===== config.mk =====
export PLATFORM = sky130hd
export DESIGN_NAME = pulse_train_generator
export DESIGN_NICKNAME = d
export VERILOG_FILES = /design/src/rtl/pulse_train_generator.sv
export SDC_FILE = /design/constraint.sdc
export NUM_CORES = 1
export LEC_CHECK = 0
export CAP_MARGIN = 20
export CORE_MARGIN = 1.5
export CORE_UTILIZATION = 30
export CTS_BUF_LIST = sky130_fd_sc_hd__clkbuf_8
export DETAILED_ROUTE_END_ITERATION = 6
export PLACE_DENSITY = 0.48
export SKIP_CTS_REPAIR_TIMING = 1
export SLEW_MARGIN = 25
export SYNTH_ARGS = -nofsm -noshare
export SYNTH_HDL_FRONTEND = slang
export SYNTH_SLANG_ARGS = --single-unit

===== constraint.sdc =====
create_clock -name i_clk -period 2.35 [get_ports i_clk]
set_input_delay 0.47 -clock i_clk [delete_from_list [all_inputs] [get_ports i_clk]]
set_output_delay 0.47 -clock i_clk [all_outputs]
set_load 0.05 [all_outputs]

===== src/rtl/pulse_train_generator.sv =====
// Programmable pulse-train source: period/high-time/burst settings are captured at start
// and held for the whole run; busy/done let a controller sequence back-to-back runs.
module pulse_train_generator #(
    parameter int WIDTH = 8,
    parameter int CNT_W = 8
) (
    input  logic             i_clk,
    input  logic             i_rst_n,
    input  logic             i_start,
    input  logic             i_stop,
    input  logic             i_mode,
    input  logic [WIDTH-1:0] i_period,
    input  logic [WIDTH-1:0] i_high_len,
    input  logic [CNT_W-1:0] i_burst_cnt,
    output logic             o_pulse,
    output logic             o_busy,
    output logic             o_done
);

    typedef enum logic [1:0] {
        S_IDLE,
        S_HIGH,
        S_LOW,
        S_FIN
    } state_t;

    state_t           r_state;
    logic [WIDTH-1:0] r_cnt;
    logic [CNT_W-1:0] r_pcnt;
    logic [WIDTH-1:0] r_pm1;
    logic [WIDTH-1:0] r_hm1;
    logic [CNT_W-1:0] r_n;
    logic             r_mode;
    logic             r_pulse;
    logic             r_busy;
    logic             r_done;

    logic [WIDTH-1:0] w_pm1;
    logic [WIDTH-1:0] w_hm1;
    logic [CNT_W-1:0] w_n;
    logic             w_accept;

    // Settings are stored minus one and clamped so the high phase always leaves a low cycle.
    assign w_pm1    = (i_period == '0) ? WIDTH'(1) : i_period;
    assign w_hm1    = (i_high_len < w_pm1) ? i_high_len : w_pm1 - WIDTH'(1);
    assign w_n      = (i_burst_cnt == '0) ? CNT_W'(1) : i_burst_cnt;
    assign w_accept = i_start && !i_stop;

    always_ff @(posedge i_clk or negedge i_rst_n) begin
        if (!i_rst_n) begin
            r_state <= S_IDLE;
            r_cnt   <= '0;
            r_pcnt  <= '0;
            r_pm1   <= '0;
            r_hm1   <= '0;
            r_n     <= '0;
            r_mode  <= 1'b0;
            r_pulse <= 1'b0;
            r_busy  <= 1'b0;
            r_done  <= 1'b0;
        end else begin
            r_done <= 1'b0;
            case (r_state)
                S_IDLE, S_FIN: begin
                    if (w_accept) begin
                        r_state <= S_HIGH;
                        r_cnt   <= '0;
                        r_pcnt  <= '0;
                        r_pm1   <= w_pm1;
                        r_hm1   <= w_hm1;
                        r_n     <= w_n;
                        r_mode  <= i_mode;
                        r_pulse <= 1'b1;
                        r_busy  <= 1'b1;
                    end else begin
                        r_state <= S_IDLE;
                        r_pulse <= 1'b0;
                        r_busy  <= 1'b0;
                    end
                end
                S_HIGH: begin
                    if (i_stop) begin
                        r_state <= S_IDLE;
                        r_cnt   <= '0;
                        r_pcnt  <= '0;
                        r_pulse <= 1'b0;
                        r_busy  <= 1'b0;
                    end else begin
                        r_cnt <= r_cnt + WIDTH'(1);
                        if (r_cnt == r_hm1) begin
                            r_state <= S_LOW;
                            r_pulse <= 1'b0;
                        end
                    end
                end
                S_LOW: begin
                    // r_cnt runs across the whole period, so r_pm1 marks its last low cycle.
                    if (i_stop) begin
                        r_state <= S_IDLE;
                        r_cnt   <= '0;
                        r_pcnt  <= '0;
                        r_busy  <= 1'b0;
                    end else if (r_cnt == r_pm1) begin
                        r_cnt <= '0;
                        if (r_mode && (r_pcnt == r_n - CNT_W'(1))) begin
                            r_state <= S_FIN;
                            r_busy  <= 1'b0;
                            r_done  <= 1'b1;
                        end else begin
                            r_state <= S_HIGH;
                            r_pulse <= 1'b1;
                            if (r_mode) begin
                                r_pcnt <= r_pcnt + CNT_W'(1);
                            end
                        end
                    end else begin
                        r_cnt <= r_cnt + WIDTH'(1);
                    end
                end
                default: begin
                    r_state <= S_IDLE;
                    r_pulse <= 1'b0;
                    r_busy  <= 1'b0;
                end
            endcase
        end
    end

    assign o_pulse = r_pulse;
    assign o_busy  = r_busy;
    assign o_done  = r_done;

endmodule


Word-level counts from Yosys, hierarchy flattened
Cells that the tools add are included.

Register bits after elaboration: 46. Input bits: 29. Word-level logic and storage cells: 80.

Add/subtract/negate cells: 4. Order comparisons: 1. Equality and inequality tests: 16. Mux-type cells: 37. Reductions and logical operators: 12.

Operators with widths (count): $mux W8 (12); $pmux W8 S3 (2); $eq A8 B8 Y1 (3); $add A8 B1 Y8 const B (2); $logic_not A8 Y1 (2); $sub A8 B1 Y8 const B (2); $mux W1 (15); $ne A3 B3 Y1 const B (5); $mux W2 (5); $ne A2 B2 Y1 const B (5); $lt A8 B8 Y1 (1); $pmux W1 S3 (2); $pmux W2 S3 (1); $reduce_and A5 Y1 (1); $eq A2 B2 Y1 const B (2); $reduce_and A2 Y1 (2); $reduce_and A4 Y1 (1); $reduce_and A3 Y1 (1); $eq A2 B1 Y1 const B (1); $logic_and A1 B1 Y1 (2); $logic_not A2 Y1 (1); $reduce_or A2 Y1 (1); $logic_not A1 Y1 (1).

Longest topological paths before layout
Depth in word-level cells: 7. Gate-level depth with buffers: 9. Mapped depth without buffers: 9.

Worst setup path after synthesis
No wires, ideal clock.

Path kind: register to register. From: reg r_n[0]. To: reg r_pcnt[5]. Setup time: 95 ps. Data arrival time: 2084 ps. Path slack: 171 ps. Stages on the path, launching flop included: 10. Path buffers: 1. Clock period less this slack: 2179 ps. Cells stage by stage: dfrtp_1 > inv_1 > ha_1 > nor3b_1 > xnor2_1 > a2111oi_0 > o2111a_2 > or4b_4 > buf_6 > o31ai_1.

Word-level cells in the longest chain between the ends: 5.

RTL lines: start: declaration (line 32) `logic [CNT_W-1:0] r_n;`; start signal: assignment (line 71) `r_n <= w_n;`; $sub A8 B1 Y8 (line 105) `if (r_mode && (r_pcnt == r_n - CNT_W'(1))) begin`; $eq A8 B8 Y1 (line 105); $logic_and A1 B1 Y1 (line 105); $ne A3 B3 Y1 (no source line); $reduce_and A5 Y1 (no source line); end signal: assignment (line 113) `r_pcnt <= r_pcnt + CNT_W'(1);`; end: declaration (line 29) `logic [CNT_W-1:0] r_pcnt;`.

Every way passes these cells. A chain may end at the register's enable or synchronous reset.

Final worst setup path
From: reg r_n[0]. To: reg r_pcnt[6].

Same word-level chain as after synthesis.

==> flow_summary.rst <==
.. list-table::
   :header-rows: 1

   * - Metric
     - Value
   * - F_max
     - around 420 MHz
   * - Post-layout min period
     - approximately 2400 ps
   * - Global-route wire length before repair
     - between 10000 and 15000 um
   * - Post-synth net total
     - 376
   * - Final period util
     - 1.01
   * - Number of instances in the synthesized netlist
     - 334
   * - Diodes inserted
     - 0
   * - Critical path buffers and inverters
     - 2
   * - Antenna violations before repair
     - 0
   * - Count of filler cells inserted in the layout
     - 1002
   * - Endpoint class of the critical path
     - flip-flop
   * - YS warnings
     - 0
   * - Leading post-synthesis cells by cell area
     - dfrtp_1 38%, nand2_1 5.7%, ha_1 5.4%, xnor2_1 4.4%, o21ai_0 4.3%
   * - Core area
     - 9770 um^2
   * - Count of unresolved DRC violations after routing
     - 0
   * - Layout Nets
     - approximately 460
   * - Rel. slew slack
     - 0.621
   * - Routability Congestion
     - 0.799
   * - Die area
     - 10700 um^2
   * - Vias in the first global route
     - 2509
   * - Actual slew at the worst max-slew pin
     - 564 ps
   * - Max-cap violations
     - 0
   * - Share of flip-flops with an asynchronous set or reset after synthesis
     - 1.00
   * - GRT Util Overall
     - 0.147
   * - Number of clock buffers inserted by TritonCTS
     - 5
   * - Total global routing overflow
     - 0
   * - CP Data Required Time
     - approximately 2600 ps
   * - Start-to-end type of the worst setup path
     - reg2reg
   * - Number of vias in the routed layout
     - 2703
   * - Share of layout cells above drive strength 1
     - 0.230
   * - Master of the slowest instance on the critical path
     - or4b_4
   * - Number of routed nets with antenna violations
     - 0
   * - Maximum fanout along the worst path
     - 8
   * - Net Sw Frac
     - 0.313
   * - Post-synthesis sequential element count
     - 46
   * - Number of hold violations in the final report
     - 0
   * - Count of pins on the block boundary
     - 32
   * - TritonCTS clock tree
     - yes
   * - Total net switching power
     - roughly 0.64 mW
   * - Class of the most critical hold timing path
     - in2async
   * - Cell Rows
     - 36
   * - Critical path data arrival time
     - 2610 ps
   * - Pre-antenna DRT Iters
     - 4
   * - Total wire length
     - between 7000 and 8000 um
   * - Cell at the root of the clock tree
     - clkbuf_8
   * - Die Span Y
     - a little over 100 um
   * - Gate power share
     - 0.282
   * - Clock network fraction of total power
     - 0.256
   * - Register area share after synthesis
     - 0.382
   * - Number of distinct library cell variants in the gate-level netlist after synthesis
     - between 50 and 60
   * - Buffer levels on the longest clock path
     - 2
   * - Final core occ
     - 0.422
   * - Average footprint of a synthesized cell
     - about 9.0 um^2
   * - Critical path, cell by cell
     - inv_2 > ha_4 > buf_6 > and4bb_2 > xnor2_2 > o2111a_2 > or4b_4 > o31ai_2
   * - Netlist area before placement
     - 3020 um^2
   * - Area added between synthesis and finish
     - 36.7%
   * - Largest stage delay, worst path
     - 650 ps
   * - Post-placement worst setup slack
     - -316 ps
   * - Sequential power share
     - 0.462
   * - Clock Sinks
     - 46
   * - Violated checks
     - setup timing
   * - Number of buffer cells added on primary ports
     - 31
   * - Maximum number of pins on one net before global-route repair
     - between 40 and 50
   * - Number of enable-type register cells in the synthesized netlist
     - 0
   * - Result of the run
     - complete, but fails checks
   * - Floorplan die width
     - 103 um
   * - Cell accounting for the most synthesized area
     - dfrtp_1
   * - Clock latency reported for the late side of the worst-skew pair
     - between 300 and 400 ps
   * - Unrepaired setup endpoints after global routing
     - true
   * - Int Power
     - 1.40 mW
   * - Half-perimeter wire length after detailed placement
     - 5460 um
   * - Fraction of synthesized cell area taken by the top area cell type
     - 0.382
   * - Leakage
     - 1.88 nW
   * - Worst Skew
     - 11.1 ps
   * - Number of slew-limit violations in the final report
     - 0
   * - Main synth FF type
     - dfrtp_1
   * - Count of H-tree levels built during CTS
     - 2
   * - Mean routed wirelength per cell
     - ~14 um
   * - Total setup violations reported at the end of the flow
     - 2
   * - Family with the most delay on the worst path
     - simple AND/OR/NAND/NOR gates
   * - VDD IR max
     - 238 uV
   * - Effective utilization at floorplan
     - 0.309
   * - Vias per cell
     - between 4 and 5
   * - Startpoint class of the critical path
     - flip-flop
   * - DR iter-0 viols
     - 156
   * - Clock transition at the registers of the reported paths
     - around 100 ps
   * - Worst-case setup margin in the final layout
     - -33.5 ps
   * - Power per standard cell area
     - around 490 nW/um^2
-- registers in the layout, summed over array words and instances (netlist names) --
| register | cells |
|---|---|
| r_mode | 1 |
| o_done | 1 |
| r_state | 2 |
| r_pcnt | 8 |
| r_hm1 | 8 |
| o_busy | 1 |
| r_n | 8 |
| r_pm1 | 8 |
| r_cnt | 8 |
| o_pulse | 1 |
-- through the flow --
step | instances | hold WS, ps | power (mW) | TNS [ps] | instance area (um^2)
floorplan | 334 | 174 | 1.23 | 0 | 3020
global placement | 533 | 269 | 1.46 | -2090 | 3810
detailed placement | 533 | 273 | 1.46 | -2310 | 3810
CTS | 541 | -52.9 | 1.99 | -139 | 3900
global route | 550 | 489 | 2.16 | -530 | 4120
finish | 550 | 483 | 2.04 | -59.6 | 4120
-- layout make-up --
class | instances | area, um^2 | share of cell area
Clock buffer | 6 | 82.6 | 0.0200
Clock inverter | 2 | 8.76 | 0.00212
Inverter | 18 | 67.6 | 0.0164
Multi-Input combinational cell | 257 | 1860 | 0.451
Sequential cell | 46 | 1150 | 0.280
Tap cell | 133 | 166 | 0.0404
Timing Repair Buffer | 88 | 785 | 0.190
-- power groups by stage --
stage / clock network, mW / logic [mW] / registers [mW]
floorplan: 0 / 0.277 / 0.951
global placement: 0 / 0.503 / 0.955
detailed placement: 0 / 0.506 / 0.958
CTS: 0.538 / 0.509 / 0.942
global route: 0.569 / 0.640 / 0.951
finish: 0.521 / 0.575 / 0.941
-- logic make-up after synthesis --
| family | Yosys count | synth area share |
|---|---|---|
| AOI/OAI and AO/OA | 80 | 0.180 |
| muxes | 10 | 0.0336 |
| and+or+nand+nor | 123 | 0.210 |
| adders and majority gates | 13 | 0.0539 |
| DFF | 46 | 0.382 |
| xor gates and xnor gates | 30 | 0.0921 |
| buffers and inverters | 32 | 0.0494 |
-- placed cells by master, fill, tap and decap left out, types with 7 or more instances in the layout --
cell / netlist / layout
a21oi_1: 10 / 8
and3_1: 7 / 7
buf_4: 1 / 52
clkdlybuf4s50_1: 0 / 27
dfrtp_1: 46 / 45
ha_1: 13 / 11
inv_1: 18 / 18
mux2i_1: 9 / 9
nand2_1: 46 / 46
nand3_1: 14 / 14
nor2_1: 16 / 15
o21ai_0: 26 / 24
xnor2_1: 15 / 14
xor2_1: 13 / 13
-- synth_stat cells (all sizes together), types with 2 or more instances --
cell,count
o211ai,4
mux2i,9
xor2,13
or2,4
inv,18
xnor2,17
a211o,6
nand3,14
o21ai,29
and2,2
dfrtp,46
a21oi,10
nor4,5
nor3b,6
buf,6
and4bb,2
nand2,47
ha,13
clkbuf,8
a31oi,2
o311ai,7
a21o,6
or3,2
and3,7
o31ai,7
nor3,8
nor2b,3
nor2,16
nand4,3
-- metal layers --
layer  part of all wire  vias up  GRT usage
li1                   -     1362          -
met1               0.52     1290      0.212
met2               0.45       45      0.231
met3              0.026        6     0.0228
met4              0.011        0     0.0353
met5                  0        -          0
-- worst reg2reg max path, delay by kind of cell (launching register included) --
family | cells | cell delay (ps)
XOR/XNOR | 1 | 140
buffers and inverters | 2 | 190
adder cells (fa/ha/maj) | 1 | 160
AND/OR/NAND/NOR | 2 | 900
AO/OA/AOI/OAI | 2 | 470
flip-flops | 1 | 450
-- worst paths after layout --
kind                                      start               endpoint  slack, ps  cells past startpoint
max                          r_n[0]$_DFFE_PN0P_  r_pcnt[6]$_DFFE_PN0P_        -30                      8
min                                     i_rst_n   r_pm1[5]$_DFFE_PN0P_        480                      2
max reg2reg                  r_n[0]$_DFFE_PN0P_  r_pcnt[6]$_DFFE_PN0P_        -30                      8
min reg2reg                r_pm1[3]$_DFFE_PN0P_   r_pm1[3]$_DFFE_PN0P_        510                      2
max in group asynchronous               i_rst_n     r_n[2]$_DFFE_PN0P_       1430                      3
min in group i_clk         r_pm1[3]$_DFFE_PN0P_   r_pm1[3]$_DFFE_PN0P_        510                      2
(Power assumes the default switching activity.)
